--- src/rtl/cdr_pkg.sv ---
// Shared types and elaboration-time helpers for the N-times oversampling Manchester CDR.
`timescale 1ns/1ps
package cdr_pkg;

    // Recovery state machine states.
    typedef enum logic [1:0] {
        SEARCH = 2'd0,
        ACQ    = 2'd1,
        LOCK   = 2'd2
    } cdr_state_e;

    localparam int unsigned CNT_W = 8;  // good-edge and unlock counter width
    localparam int unsigned ERR_W = 4;  // error counter width

    // Earliest phase at which an edge counts as the mid-bit transition.
    function automatic int unsigned win_lo(input int unsigned osr);
        return osr - osr / 4;
    endfunction

    // Latest phase at which an edge counts as the mid-bit transition.
    function automatic int unsigned win_hi(input int unsigned osr);
        return osr + osr / 4;
    endfunction

    // Phase at which a missing mid-bit transition is declared.
    function automatic int unsigned tmo(input int unsigned osr);
        return osr + osr / 4 + 1;
    endfunction

    // Phase counter width; leaves headroom above 2*OSR for saturation.
    function automatic int unsigned ph_width(input int unsigned osr);
        return $clog2(2 * osr) + 1;
    endfunction

    // Phase reloaded after a flywheel timeout: the virtual transition sat at phase OSR.
    function automatic int unsigned ph_flywheel(input int unsigned osr);
        return osr / 4 + 2;
    endfunction

    // Legal parameter combinations for the CDR.
    function automatic bit params_ok(input int unsigned osr,
                                     input int unsigned sync_stages,
                                     input int unsigned lock_cnt,
                                     input int unsigned unlock_err);
        return (osr % 2 == 0) && (osr >= 4) && (sync_stages >= 2) &&
               (lock_cnt >= 1) && (lock_cnt <= 255) &&
               (unlock_err >= 1) && (unlock_err <= 15);
    endfunction

endpackage

--- src/rtl/cdr_input_sync.sv ---
// Metastability synchroniser for the asynchronous line plus a transition detector.
// s is the synchronised line, s_prev the level one sample earlier, so during an
// edge s_prev still carries the level from before the transition.
`timescale 1ns/1ps
module cdr_input_sync
    import cdr_pkg::*;
#(
    parameter int unsigned SYNC_STAGES = 2
) (
    input  logic clk_link,
    input  logic rst_n,
    input  logic manch_in,
    output logic s_prev,
    output logic edge_c
);

    logic [SYNC_STAGES-1:0] sync_q;
    logic                   s;

    // Shift the raw line through the synchroniser chain and keep one extra sample.
    always_ff @(posedge clk_link or negedge rst_n) begin
        if (!rst_n) begin
            sync_q <= '0;
            s_prev <= 1'b0;
        end else begin
            sync_q <= {sync_q[SYNC_STAGES-2:0], manch_in};
            s_prev <= sync_q[SYNC_STAGES-1];
        end
    end

    assign s      = sync_q[SYNC_STAGES-1];
    assign edge_c = s ^ s_prev;

endmodule

--- src/rtl/cdr_nx_oversampling.sv ---
// Manchester clock-data recovery at OSR samples per bit with lock hysteresis,
// flywheel through missing transitions and code-violation reporting.
`timescale 1ns/1ps
module cdr_nx_oversampling
    import cdr_pkg::*;
#(
    parameter int unsigned OSR         = 4,
    parameter int unsigned SYNC_STAGES = 2,
    parameter int unsigned LOCK_CNT    = 16,
    parameter int unsigned UNLOCK_ERR  = 4,
    parameter bit          INVERT      = 1'b0
) (
    input  logic       clk_link,
    input  logic       rst_n,
    input  logic       manch_in,
    output logic       bit_out,
    output logic       bit_valid,
    output logic       locked,
    output logic       code_err,
    output logic [7:0] unlock_cnt
);

    localparam int unsigned WIN_LO = win_lo(OSR);
    localparam int unsigned WIN_HI = win_hi(OSR);
    localparam int unsigned TMO    = tmo(OSR);
    localparam int unsigned PH_W   = ph_width(OSR);

    localparam logic [PH_W-1:0]  PH_ONE     = PH_W'(1);
    localparam logic [PH_W-1:0]  PH_MAX     = '1;
    localparam logic [PH_W-1:0]  PH_WIN_LO  = PH_W'(WIN_LO);
    localparam logic [PH_W-1:0]  PH_WIN_HI  = PH_W'(WIN_HI);
    localparam logic [PH_W-1:0]  PH_TMO     = PH_W'(TMO);
    localparam logic [PH_W-1:0]  PH_FLY     = PH_W'(ph_flywheel(OSR));
    localparam logic [CNT_W-1:0] GOOD_LAST  = CNT_W'(LOCK_CNT - 1);
    localparam logic [ERR_W-1:0] ERR_LIMIT  = ERR_W'(UNLOCK_ERR);
    localparam logic [CNT_W-1:0] UNLOCK_MAX = '1;

    // Refuse to elaborate with an unusable configuration.
    if (!params_ok(OSR, SYNC_STAGES, LOCK_CNT, UNLOCK_ERR)) begin : g_bad_params
        $fatal(1, "cdr_nx_oversampling: OSR must be even and >=4, SYNC_STAGES >=2, LOCK_CNT 1..255, UNLOCK_ERR 1..15");
    end

    logic s_prev;
    logic edge_c;

    cdr_input_sync #(
        .SYNC_STAGES (SYNC_STAGES)
    ) u_sync (
        .clk_link (clk_link),
        .rst_n    (rst_n),
        .manch_in (manch_in),
        .s_prev   (s_prev),
        .edge_c   (edge_c)
    );

    cdr_state_e       state_q, state_d;
    logic [PH_W-1:0]  ph_q, ph_d;
    logic [CNT_W-1:0] good_q, good_d;
    logic [ERR_W-1:0] err_q, err_d;
    logic [ERR_W-1:0] err_inc;
    logic             mid_edge;
    logic             timeout;
    logic             bit_d;
    logic             bit_valid_d;
    logic             code_err_d;
    logic [7:0]       unlock_d;

    // State, counters and all outputs update together.
    always_ff @(posedge clk_link or negedge rst_n) begin
        if (!rst_n) begin
            state_q    <= SEARCH;
            ph_q       <= '0;
            good_q     <= '0;
            err_q      <= '0;
            bit_out    <= 1'b0;
            bit_valid  <= 1'b0;
            locked     <= 1'b0;
            code_err   <= 1'b0;
            unlock_cnt <= '0;
        end else begin
            state_q    <= state_d;
            ph_q       <= ph_d;
            good_q     <= good_d;
            err_q      <= err_d;
            bit_out    <= bit_d;
            bit_valid  <= bit_valid_d;
            locked     <= (state_d == LOCK);
            code_err   <= code_err_d;
            unlock_cnt <= unlock_d;
        end
    end

    // Classify the current edge, then decide next state, phase, counters and strobes.
    always_comb begin
        mid_edge    = edge_c && (ph_q >= PH_WIN_LO) && (ph_q <= PH_WIN_HI);
        timeout     = (ph_q == PH_TMO);
        err_inc     = err_q + ERR_W'(1);
        state_d     = state_q;
        ph_d        = (ph_q == PH_MAX) ? ph_q : ph_q + PH_ONE;
        good_d      = good_q;
        err_d       = err_q;
        bit_d       = bit_out;
        bit_valid_d = 1'b0;
        code_err_d  = 1'b0;
        unlock_d    = unlock_cnt;

        unique case (state_q)
            SEARCH: begin
                if (edge_c) begin
                    ph_d    = PH_ONE;
                    good_d  = '0;
                    state_d = ACQ;
                end
            end
            ACQ: begin
                if (timeout) begin
                    state_d = SEARCH;
                end else if (mid_edge) begin
                    ph_d   = PH_ONE;
                    good_d = good_q + CNT_W'(1);
                    if (good_q == GOOD_LAST) begin
                        state_d = LOCK;
                        err_d   = '0;
                    end
                end
            end
            LOCK: begin
                if (timeout) begin
                    code_err_d = 1'b1;
                    err_d      = err_inc;
                    ph_d       = PH_FLY;
                    if (err_inc == ERR_LIMIT) begin
                        state_d = SEARCH;
                        if (unlock_cnt != UNLOCK_MAX) begin
                            unlock_d = unlock_cnt + 8'd1;
                        end
                    end
                end else if (mid_edge) begin
                    ph_d        = PH_ONE;
                    bit_d       = s_prev ^ INVERT;
                    bit_valid_d = 1'b1;
                    if (err_q != '0) begin
                        err_d = err_q - ERR_W'(1);
                    end
                end
            end
            default: begin
                state_d = SEARCH;
            end
        endcase
    end

endmodule

--- config.mk ---
export PLATFORM = sky130hd
export DESIGN_NAME = cdr_nx_oversampling
export DESIGN_NICKNAME = d
export VERILOG_FILES = /design/src/rtl/cdr_pkg.sv /design/src/rtl/cdr_input_sync.sv /design/src/rtl/cdr_nx_oversampling.sv
export SDC_FILE = /design/constraint.sdc
export NUM_CORES = 1
export LEC_CHECK = 0
export CAP_MARGIN = 25
export CORE_MARGIN = 2
export CORE_UTILIZATION = 57
export DETAILED_ROUTE_END_ITERATION = 10
export PLACE_DENSITY = 0.78
export SYNTH_ARGS = -nofsm -noshare
export SYNTH_HDL_FRONTEND = slang
export SYNTH_SLANG_ARGS = --single-unit
export TNS_END_PERCENT = 10
--- constraint.sdc ---
create_clock -name clk_link -period 2.2 [get_ports clk_link]
set_input_delay 0.22 -clock clk_link [delete_from_list [all_inputs] [get_ports clk_link]]
set_output_delay 0.22 -clock clk_link [all_outputs]
set_load 0.01 [all_outputs]
==> results of run 1 <==
-- cell usage after synthesis, types with 2 or more instances --
cell	instances	area, um^2
dfrtp_1	33	826
nand2_1	13	48.8
nand3_1	10	50.1
ha_1	9	113
nor3_1	9	45.0
nor2_1	8	30.0
a21oi_1	6	30.0
inv_1	6	22.5
xor2_1	6	52.6
nand3b_1	5	37.5
o31ai_1	5	37.5
mux2i_1	4	40.0
o211ai_1	4	30.0
buf_6	3	33.8
clkbuf_1	3	11.3
nand4_1	3	18.8
nand4b_1	3	26.3
nor3b_1	3	22.5
nor4_1	3	18.8
o32ai_1	3	26.3
xnor2_1	3	26.3
a211o_1	2	17.5
a31oi_1	2	12.5
a41oi_1	2	17.5
and3_1	2	12.5
buf_2	2	10.0
mux2_2	2	22.5
-- worst max-delay path by stage --
stage / startpoint / slack [ps] / to / cells after the start
4_1_cts: ph_q[0] / 80 / bit_out / 6
3_3_place_gp: ph_q[0] / 200 / bit_out / 6
6_report: ph_q[0] / 90 / bit_out / 6
2_1_floorplan: ph_q[0] / 180 / bit_out / 7
5_1_grt: ph_q[0] / 8 / bit_out / 6
3_5_place_dp: ph_q[0] / 120 / bit_out / 6
-- state kept, by name, indices dropped and copies added, names as in the netlist --
register and flops:
bit_valid 1, state_q 2, code_err 1, u_sync.sync_q 2, unlock_cnt 8, err_q 4, locked 1, ph_q 4
u_sync.s_prev 1, good_q 8, bit_out 1
-- final cells by class --
class	instances	area share, %
Multi-Input combinational cell	130	45.8
Clock buffer	6	1.95
Clock inverter	2	0.473
Tap cell	44	2.60
Timing Repair Buffer	21	9.11
Sequential cell	33	39.0
Inverter	6	1.06
-- cell families after synthesis --
logic type | after synthesis
AOI/OAI and AO/OA | 34
buffers and inverters | 14
adders and majority gates | 9
and+or+nand+nor | 70
DFF | 33
muxes | 7
xor gates and xnor gates | 10
-- critical path: stages, from the launching register on --
cell     delay [ps]
dfrtp_1         460
inv_1           100
ha_1            210
and3b_1         190
or3_4           480
nor3_4          220
mux2_1          330
-- power by group through the flow --
stage | Clock, uW | Combinational, uW | Sequential (uW)
floorplan | 0 | 657 | 800
global placement | 0 | 744 | 846
detailed placement | 0 | 787 | 854
CTS | 337 | 789 | 843
global route | 366 | 887 | 867
finish | 328 | 787 | 846
-- through the flow --
step                      utilization [%]  power [uW]
after floorplan                         -        1460
after detailed placement             67.1        1640
final                                68.7        1960
after global placement               67.1        1590
after CTS                            68.7        1970
after global routing                 68.7        2120
-- cells in the final DEF (no fill, tap or decap), drive strengths merged, types with 3 or more instances in the layout --
| master | netlist | layout |
|---|---|---|
| a21oi | 6 | 6 |
| buf | 5 | 7 |
| clkbuf | 3 | 6 |
| clkdlybuf4s50 | 0 | 14 |
| dfrtp | 33 | 33 |
| ha | 9 | 9 |
| inv | 6 | 6 |
| mux2 | 3 | 3 |
| mux2i | 4 | 4 |
| nand2 | 13 | 13 |
| nand3 | 10 | 10 |
| nand3b | 5 | 5 |
| nand4 | 3 | 3 |
| nand4b | 3 | 3 |
| nor2 | 8 | 8 |
| nor3 | 11 | 11 |
| nor3b | 4 | 4 |
| nor4 | 4 | 4 |
| o211ai | 4 | 4 |
| o31ai | 5 | 5 |
| o32ai | 3 | 3 |
| xnor2 | 4 | 4 |
| xor2 | 6 | 6 |
-- per-layer routing --
metal	vias to the layer above	GRT usage [%]	wire [um]
li1	697	-	-
met1	718	28.3	1560
met2	43	40.3	1830
met3	7	4.62	216
met4	0	11.5	53
met5	-	0	0
==> summary.md, run 1 <==
| Metric | Value |
|---|---|
| Clock power frac | `approximately 17%` |
| Final hold violations | `0` |
| TritonRoute pass-1 iters | `5` |
| CTS root buf | `clkbuf_4` |
| Ys flop type | `dfrtp_1` |
| Minimum clock period | `about 2100 ps` |
| Switching pwr | `790 uW` |
| Total negative setup slack | `0 ps` |
| R2r setup slk | `90 ps` |
| # Max-Cap Violations | `0` |
| Synth Area in XOR/XNOR | `between 5 and 6%` |
| H-tree Lvls | `2` |
| GRT Util Overall | `a little under a quarter` |
| CTS tree | `built` |
| Comb power frac | `between 40% and 50%` |
| Drt via density | `6.05` |
| Post-synthesis register bit count | `33` |
| Mux contribution to synthesized area | `under 10%` |
| Die area | `3760 um^2` |
| Switching Share | `between 40% and 50%` |
| Clk slew on worst S/H paths | `about 110 ps` |
| Area of the multi-input gates | `between 900 and 1000 um^2` |
| Post-Route WL | `between 3000 and 4000 um` |
| CP Class | `reg -> reg` |
| Vias post-DR | `between 1000 and 1500` |
| Port buffer count | `14` |
| RSZ-0062 raised after global routing | `false` |
| Drt wl/cell | `15.1 um` |
| # nets final | `209` |
| DRC Markers | `0` |
| Final ANT Viol Nets | `0` |
| CP Capture Type | `flip-flop` |
| Fraction of layout cells with a size suffix above 1 | `between 10% and 20%` |
| Status | `finished clean` |
| Ys Warns | `0` |
| Sequential cell area fraction in the yosys report | `around 44%` |
| Grt ovf | `0` |
| VDD IR-drop max | `approximately 0.00054 V` |
| Required @ worst endpoint | `~2400 ps` |
| Slew Limit Fails | `0` |
| CP Max Fanout | `13` |
| Final Skew | `about 10 ps` |
| Post-CTS Setup Bufs | `0` |
| First-pass GRT wire length | `about 6400 um` |
| Post-CTS Hold Fix Bufs | `0` |
| Worst-margin pin slew | `between 500 and 600 ps` |
| Pint | `roughly 1200 uW` |
| Total clock sinks | `33` |
| Syn Std Cell Area | `~1900 um^2` |
| Worst min-delay path category | `in -> async` |
| GPL Wtd Cong | `between 0.8 and 0.9` |
| Detailed placer's ending HPWL | `approximately 2700 um` |
| Slew HR | `62.3%` |
| Buffer depth of the longest clock path | `2` |
| Core Area | `3080 um^2` |
| Post-route cell area | `~2100 um^2` |
| FILL cells | `249` |
| Pre-CTS WS | `~120 ps` |
| Die X-Extent | `between 60 and 70 um` |
| Dpl cells | `234` |
| Io pins | `15` |
| Cell leakage power | `0.000936 uW` |
| Initial core utilization | `between 60% and 70%` |
| Row Count | `20` |
| Largest net degree at the start of global routing | `34` |
| Final setup vio count | `0` |
| Gate count after technology mapping | `177` |
| Part of the power in registers | `43.2%` |
| Die span in y | `61.3 um` |
| Syn Nets | `around 190` |
| Syn Area/Cell | `10.6 um^2` |
| Async S/R FF share, synth | `100%` |
| TritonCTS Buffers | `5` |
| Adder-Cell Fraction of Synth Area | `6.02%` |
| PwrDens | `927 nW/um^2` |
| Fin Hold WS | `281 ps` |
| Fin cells | `approximately 240` |
| CTS resizes | `0` |
| Complex-gate fraction of the synthesized area | `14.2%` |
| EDFF count, synth | `0` |
| Antenna violations before repair | `0` |
| Critical Path Start Type | `flip-flop` |
| Largest family of logic cells by synthesized area | `simple AND/OR/NAND/NOR gates` |
| Clk_lat worst skew | `340 ps` |
| 1st-iter DRT viols | `95` |
| Fmax achieved | `0.474 GHz` |
| Fin crit share | `between 90% and 100%` |
| Register area | `between 800 and 900 um^2` |
| Reg2reg start | `ph_q[0]` |
| Final worst-path setup slack | `~89 ps` |
| WP data arrival | `2330 ps` |
| R2R Path End | `bit_out` |
| Simple logic cell fraction of the synthesized area | `between 20% and 30%` |
| Layout area overhead | `13.0%` |
| R2R depth | `6` |
| Vias in the first global route | `between 1000 and 1500` |
| Number of antenna repair diodes | `0` |
| Cell area after placement | `between 2000 and 2500 um^2` |
| Synth unique cells | `50` |
Note: power is estimated with default switching activity, not from simulation.
==> inputs of run 2 (changes only) <==
--- a/config.mk
+++ b/config.mk
@@ -9,6 +9,7 @@
 export CORE_MARGIN = 2
 export CORE_UTILIZATION = 57
 export DETAILED_ROUTE_END_ITERATION = 10
+export GPL_ROUTABILITY_DRIVEN = 0
 export PLACE_DENSITY = 0.78
 export SYNTH_ARGS = -nofsm -noshare
 export SYNTH_HDL_FRONTEND = slang
==> constraint.sdc (replaced) <==
create_clock -name clk_link -period 2.2 [get_ports clk_link]
set_input_delay 0.44 -clock clk_link [delete_from_list [all_inputs] [get_ports clk_link]]
set_output_delay 0.44 -clock clk_link [all_outputs]
set_load 0.01 [all_outputs]
==> results of run 2 <==
Same layout as run 1 (identical final DEF). Status: finished clean.
Main changes from that run: clock-pin slew on the worst setup and hold paths 110 ps -> 90 ps; hold slack 281 ps -> 370 ps
